**src/rtl/prog_seq.sv**
```systemverilog
// Program sequencer: a small opcode memory stepped by decoder advance pulses.
// One-shot or looping runs, with abort, a completion pulse and a saturating pass counter.
module prog_seq #(
  parameter int DEPTH = 16,
  parameter int OPW   = 3,
  localparam int AW   = (DEPTH > 1) ? $clog2(DEPTH) : 1
) (
  input  logic           i_clk,
  input  logic           i_rst,
  input  logic           i_load_en,
  input  logic [AW-1:0]  i_load_addr,
  input  logic [OPW-1:0] i_load_instr,
  input  logic [AW-1:0]  i_end_addr,
  input  logic           i_loop,
  input  logic           i_run,
  input  logic           i_abort,
  input  logic           i_pcincr,
  output logic [OPW-1:0] o_instr,
  output logic [AW-1:0]  o_pc,
  output logic           o_busy,
  output logic           o_done,
  output logic [7:0]     o_iter,
  output logic [1:0]     o_state
);

  typedef enum logic [1:0] {
    S_IDLE = 2'd0,
    S_RUN  = 2'd1,
    S_DONE = 2'd2
  } state_t;

  localparam logic [AW-1:0] LAST_ADDR = AW'(DEPTH - 1);

  state_t         state;
  state_t         state_nxt;
  logic [OPW-1:0] mem [DEPTH];
  logic [AW-1:0]  pc;
  logic [AW-1:0]  end_addr_q;
  logic           loop_q;
  logic [7:0]     iter;

  logic          start;
  logic          advance;
  logic          at_end;
  logic [AW-1:0] pc_inc;
  logic [7:0]    iter_sat;

  // A load in the same cycle as a run request takes precedence; the run is dropped.
  assign start    = (state == S_IDLE) && i_run && !i_load_en;
  assign advance  = (state == S_RUN) && i_pcincr && !i_abort;
  assign at_end   = (pc == end_addr_q);
  assign pc_inc   = (pc == LAST_ADDR) ? '0 : pc + AW'(1);
  assign iter_sat = (iter == 8'hFF) ? iter : iter + 8'd1;

  always_ff @(posedge i_clk) begin
    if (i_rst) state <= S_IDLE;
    else       state <= state_nxt;
  end

  always_comb begin
    state_nxt = state;
    case (state)
      S_IDLE: if (start) state_nxt = S_RUN;
      S_RUN: begin
        if (i_abort)                        state_nxt = S_IDLE;
        else if (advance && at_end && !loop_q) state_nxt = S_DONE;
      end
      S_DONE:  state_nxt = S_IDLE;
      default: state_nxt = S_IDLE;
    endcase
  end

  always_ff @(posedge i_clk) begin
    if (i_rst) begin
      pc         <= '0;
      iter       <= '0;
      end_addr_q <= '0;
      loop_q     <= 1'b0;
    end else begin
      case (state)
        S_IDLE: begin
          if (start) begin
            pc         <= '0;
            iter       <= '0;
            end_addr_q <= i_end_addr;
            loop_q     <= i_loop;
          end
        end
        S_RUN: begin
          if (i_abort) begin
            pc <= '0;
          end else if (i_pcincr) begin
            if (at_end) begin
              iter <= iter_sat;
              if (loop_q) pc <= '0;
            end else begin
              pc <= pc_inc;
            end
          end
        end
        S_DONE:  pc <= '0;
        default: pc <= '0;
      endcase
    end
  end

  // Program memory survives reset; writes are accepted only while idle.
  always_ff @(posedge i_clk) begin
    if (!i_rst && state == S_IDLE && i_load_en)
      mem[i_load_addr] <= i_load_instr;
  end

  always_comb begin
    o_busy  = 1'b0;
    o_done  = 1'b0;
    o_instr = '0;
    case (state)
      S_RUN: begin
        o_busy  = 1'b1;
        o_instr = mem[pc];
      end
      S_DONE:  o_done = 1'b1;
      default: ;
    endcase
  end

  assign o_pc    = pc;
  assign o_iter  = iter;
  assign o_state = state;

endmodule

```
**config.mk**
```make
export PLATFORM = sky130hd
export DESIGN_NAME = prog_seq
export DESIGN_NICKNAME = d
export VERILOG_FILES = /design/src/rtl/prog_seq.sv
export SDC_FILE = /design/constraint.sdc
export NUM_CORES = 1
export LEC_CHECK = 0
export BUFFER_PORTS_ARGS = -buffer_cell sky130_fd_sc_hd__clkbuf_2
export CORE_AREA = 2 2 75 77
export CTS_CLUSTER_DIAMETER = 200
export DETAILED_ROUTE_END_ITERATION = 10
export DIE_AREA = 0 0 77 79
export PLACE_DENSITY_LB_ADDON = 0.12
export SLEW_MARGIN = 0
export SYNTH_ARGS = -nofsm -noshare
export SYNTH_HDL_FRONTEND = slang
export SYNTH_SLANG_ARGS = --single-unit
```
**constraint.sdc**
```tcl
create_clock -name i_clk -period 3.8 [get_ports i_clk]
set_clock_uncertainty 0.05 [all_clocks]
set_input_delay 0.76 -clock i_clk [delete_from_list [all_inputs] [get_ports i_clk]]
set_output_delay 0.76 -clock i_clk [all_outputs]
set_load 0.05 [all_outputs]
```
======== Yosys cells after proc, flatten, opt, wreduce, memory -nomap -nowiden ========
Memory sizes are Yosys's and may differ from the RTL's. A register that Yosys moved wholly into a read port is not among the register bits.
Index checks and enable logic that the tools add are counted.
storage, ports and cells
  register bits ........................... 19
  bits in writable memories ............... 48
  input port bits ......................... 18
  output and inout port bits .............. 19
  word-level logic and storage cells ...... 63
  memories kept ........................... 1
memory list
  memory  words  width  read ports  clocked after Yosys merged registers in  write ports  line  RTL
  mem     16     3      1           1                                        1            36    logic [OPW-1:0] mem [DEPTH];
operators by class
  add/subtract/negate cells ............... 2
  equality and inequality tests ........... 13
  mux-type cells .......................... 24
  reduce and logical (&&, ||, !) cells .... 18
operator list
  cell                                                 number
  two-way mux 8 bit                                    5
  two-way mux 4 bit                                    8
  one-hot mux 8 bit (2 select lines)                   1
  != test 2 bit, second input constant                 5
  adder 8 x 1 -> 8 bit, second input constant          1
  equality test 8 bit, second input constant           1
  logical AND 1 bit                                    8
  one-hot mux 4 bit (2 select lines)                   1
  two-way mux 2 bit                                    3
  AND reduction 6 bit                                  1
  adder 4 x 1 -> 4 bit, second input constant          1
  equality test 4 bit                                  1
  equality test 4 bit, second input constant           1
  logical NOT 1 bit                                    4
  two-way mux 1 bit                                    4
  != test 4 bit, second input constant                 1
  one-hot mux 2 bit (2 select lines)                   1
  AND reduction 2 bit                                  2
  two-way mux 3 bit                                    1
  != test 3 x 2 -> 1 bit, second input constant        1
  != test 3 bit, second input constant                 1
  AND reduction 3 bit                                  1
  equality test 2 x 1 -> 1 bit, second input constant  1
  equality test 2 bit, second input constant           1
  2 further kinds                                      2

======== Longest topological paths before layout ========
  depth in word-level cells ............... 8
  depth in mapped cells ................... 6
  gate-level depth less buffers ........... 6

======== Least setup slack after synthesis ========
No wires, ideal clock.
  path type ............................... register to output
  from .................................... reg state[0] (netlist: o_state[0])
  to ...................................... out o_instr[1]
  arrival ................................. 2.361 ns
  data required time ...................... 2.990 ns
  slack ................................... 0.629 ns
  stages on the path, launching flop included .. 5
  path buffers ............................ 0
  cell sequence ........................... dfxtp_1 nand2b_1 inv_1 nand2_1 o22ai_1
between the ends
  longest elaborated chain between the ends .. 2
RTL lines
  item                          line  RTL
  start: declaration            34    state_t state;
  start signal: assignment      57    else state <= state_nxt;
  equality test 2 x 1 -> 1 bit  117   case (state)
  two-way mux 3 bit             117
  end: declaration              18    output logic [OPW-1:0] o_instr,
No other way between the ends.

==> metrics.yaml <==
vias: 2038
clkLatencyLatePin_ns: 0.34
ios: 37
yosysMostFrequentCell: "edfxtp_1"
gp_routability_congestion: 0.785
critPathMaxFanout: 12
via_per_inst: 5.77
setup_viol: 0
status: "complete, no violations"
grt_pass1_wl_um: 9690
relSlewSlack_pct: 48.4
path_delay_family: "flip-flops"
cp_slowest_cell: "dfxtp_1"
die-height_um: 79
place_inst: 338
drive_gt1_share_pct: 27.0
hold_viol_final: 0
fin_nets: 297
cts_resized: 0
synth_area_leaders: "edfxtp_1 46%, dfxtp_1 15%, mux4_2 8.6%"
cp.buffers_inverters: 1
period_minus_slack_ns: 3.15
antenna_found_initial: 0
clk_pin_slew_ns: 0.07
start_util_pct: 58.6
ys_types: 44
ys_warn_count: 0
synth_seq_cells: 71
wirelength_um: 5940
arrival_ns: 2.34
reg2reg_depth: 4
num_rows: 27
wl_per_cell_um: 16.8
cts_setup_buffers: 0
stdcell_area_mm2: 0.00359
fmax_ghz: 0.318
cts_sinks: 71
ir_worst_vdd_v: 0.000351
cts_made_buffers: 9
synth_cells: 236
antennaDiodeCount: 0
area_delta_synth_final_pct: 14.6
drv_cap: 0
worstMarginPinSlew_ns: 0.773
synth-edff-count: 48
drt-pass1-iter-count: 4
yosysSeqAreaShare_pct: 60.8
grt_setup_unrepaired: "false"
numPortBuffers: 36
ys_async_sr_fraction_pct: 0
synthFlopType: "edfxtp_1"
power.density_mw_per_mm2: 435
hp-class: "register to register"
ant_nets: 0
coreArea_mm2: 0.00534
cts_tree: "done"
cts-root-buf: "clkbuf_8"
p_leak_uw: 0.00127
grt_max_degree: 22
holdPathStages: 2
crit_required_ns: 2.99
syn-cell-area_mm2: 0.00313
drt_iter0_drc: 180
critPathCaptureType: "primary output"
die_w_um: 77
critical_path_class: "register to primary output"
syn_nets: 256
syn_area_per_cell_um2: 13.3
crit_cells: 4
grt_usage_pct: 21.3
dieArea_mm2: 0.00608
placedInstanceArea_mm2: 0.00338
dp.final_hpwl_um: 4280
synth_commonest_cells: "48 x edfxtp_1, 23 x dfxtp_1, 23 x nor2_1"
slew_viol_final: 0
synth_top_area_cell: "edfxtp_1"
cpPeakStageDelay_ns: 0.82
drcViolationCount: 0
final.setup.tns_ns: 0
yosysTopAreaCellShare_pct: 46.0
crit_chain: "mux4_2 > mux2i_1 > o22ai_1 > clkbuf_2"
clock_path_buffers: 2
cts_hold_buf: 0
cts_htree_levels: 3
fin_crit_sh_pct: 82.9
overflow: 0
grt_pass1_vias: 1983
start_kind: "register"
fin_cells: 353
## final timing paths
kind	startpoint	end	slack [ns]
max	register	o_instr[1]	0.65
min	end_addr_q[3]$_SDFFE_PP0P_	end_addr_q[3]$_SDFFE_PP0P_	0.42
max reg2reg	o_state[1]$_SDFFE_PP0P_	mem[0][1]$_DFFE_PP_	1.79
min reg2reg	end_addr_q[3]$_SDFFE_PP0P_	end_addr_q[3]$_SDFFE_PP0P_	0.42
## metrics by stage
stage / total power [uW] / hold slack [ns] / util (%) / worst slack (ns)
after floorplan: 910 / 0.399 / - / 0.629
after global placement: 943 / 0.411 / 63.3 / 1.01
after detailed placement: 945 / 0.416 / 63.3 / 0.992
after CTS: 1570 / 0.423 / 67.2 / 0.618
after global routing: 1610 / 0.453 / 67.2 / 0.467
final: 1560 / 0.421 / 67.2 / 0.651
## routing by layer
layer / GRT usage (%) / vias up / share of wire, %
met5: 0 / - / 0
met4: 9.11 / 0 / 1.8
met3: 4.89 / 10 / 5.0
met2: 32.9 / 46 / 48
met1: 29.5 / 988 / 45
li1: - / 994 / -
## registers in the layout (all words and copies together) (netlist names), named ones only
| signal | count |
|---|---|
| mem | 48 |
| o_iter | 8 |
| end_addr_q | 4 |
| o_pc | 4 |
| o_state | 2 |
| loop_q | 1 |
## where the power goes
| group | internal, uW | switching [uW] |
|---|---|---|
| Sequential | 830 | 5.40 |
| Clock | 364 | 269 |
| Combinational | 29.6 | 62.1 |
| Total | 1220 | 337 |
## logic make-up (layout without fill, tap and decap cells)
family | count (synthesis) | count (layout) | synth area share [%]
flip-flops | 71 | 71 | 60.8
AO/OA/AOI/OAI | 46 | 46 | 9.79
AND/OR/NAND/NOR | 83 | 83 | 15.1
adder cells (fa/ha/maj) | 2 | 2 | 0.799
XOR/XNOR | 4 | 4 | 1.36
multiplexers | 19 | 19 | 10.9
buffers and inverters | 11 | 56 | 1.36
## placed cells by master, fill, tap and decap left out, drive strengths merged, types with 2 or more instances in the layout
master / n
edfxtp: 48
clkbuf: 45
nor2: 24
dfxtp: 23
nand2: 21
a21oi: 13
mux4: 12
nand2b: 7
mux2i: 7
a21o: 7
inv: 5
o22ai: 5
nand3: 5
nor3: 5
o21ai: 5
nor2b: 4
and3: 4
xnor2: 4
nor3b: 3
a31oi: 3
a211oi: 3
nand4: 3
clkinv: 3
a31o: 2
ha: 2
bufinv: 2
or3: 2
nor4b: 2
## worst register-to-register path, cell delays in order, from the launching register on
cell and delay [ns]:
dfxtp_1 0.40, nor2_1 0.21, nand3b_1 0.18, or3_1 0.40, nor3_1 0.41
## cell type report
type	count	area, um^2
sequential	71	1900
tap	72	90.1
inverter	5	18.8
clock inverter	6	86.3
timing repair buffer	36	180
clock buffer	9	124
multi-input combinational	154	1190
fill	425	1750
Note: power is estimated with default switching activity, not from simulation.
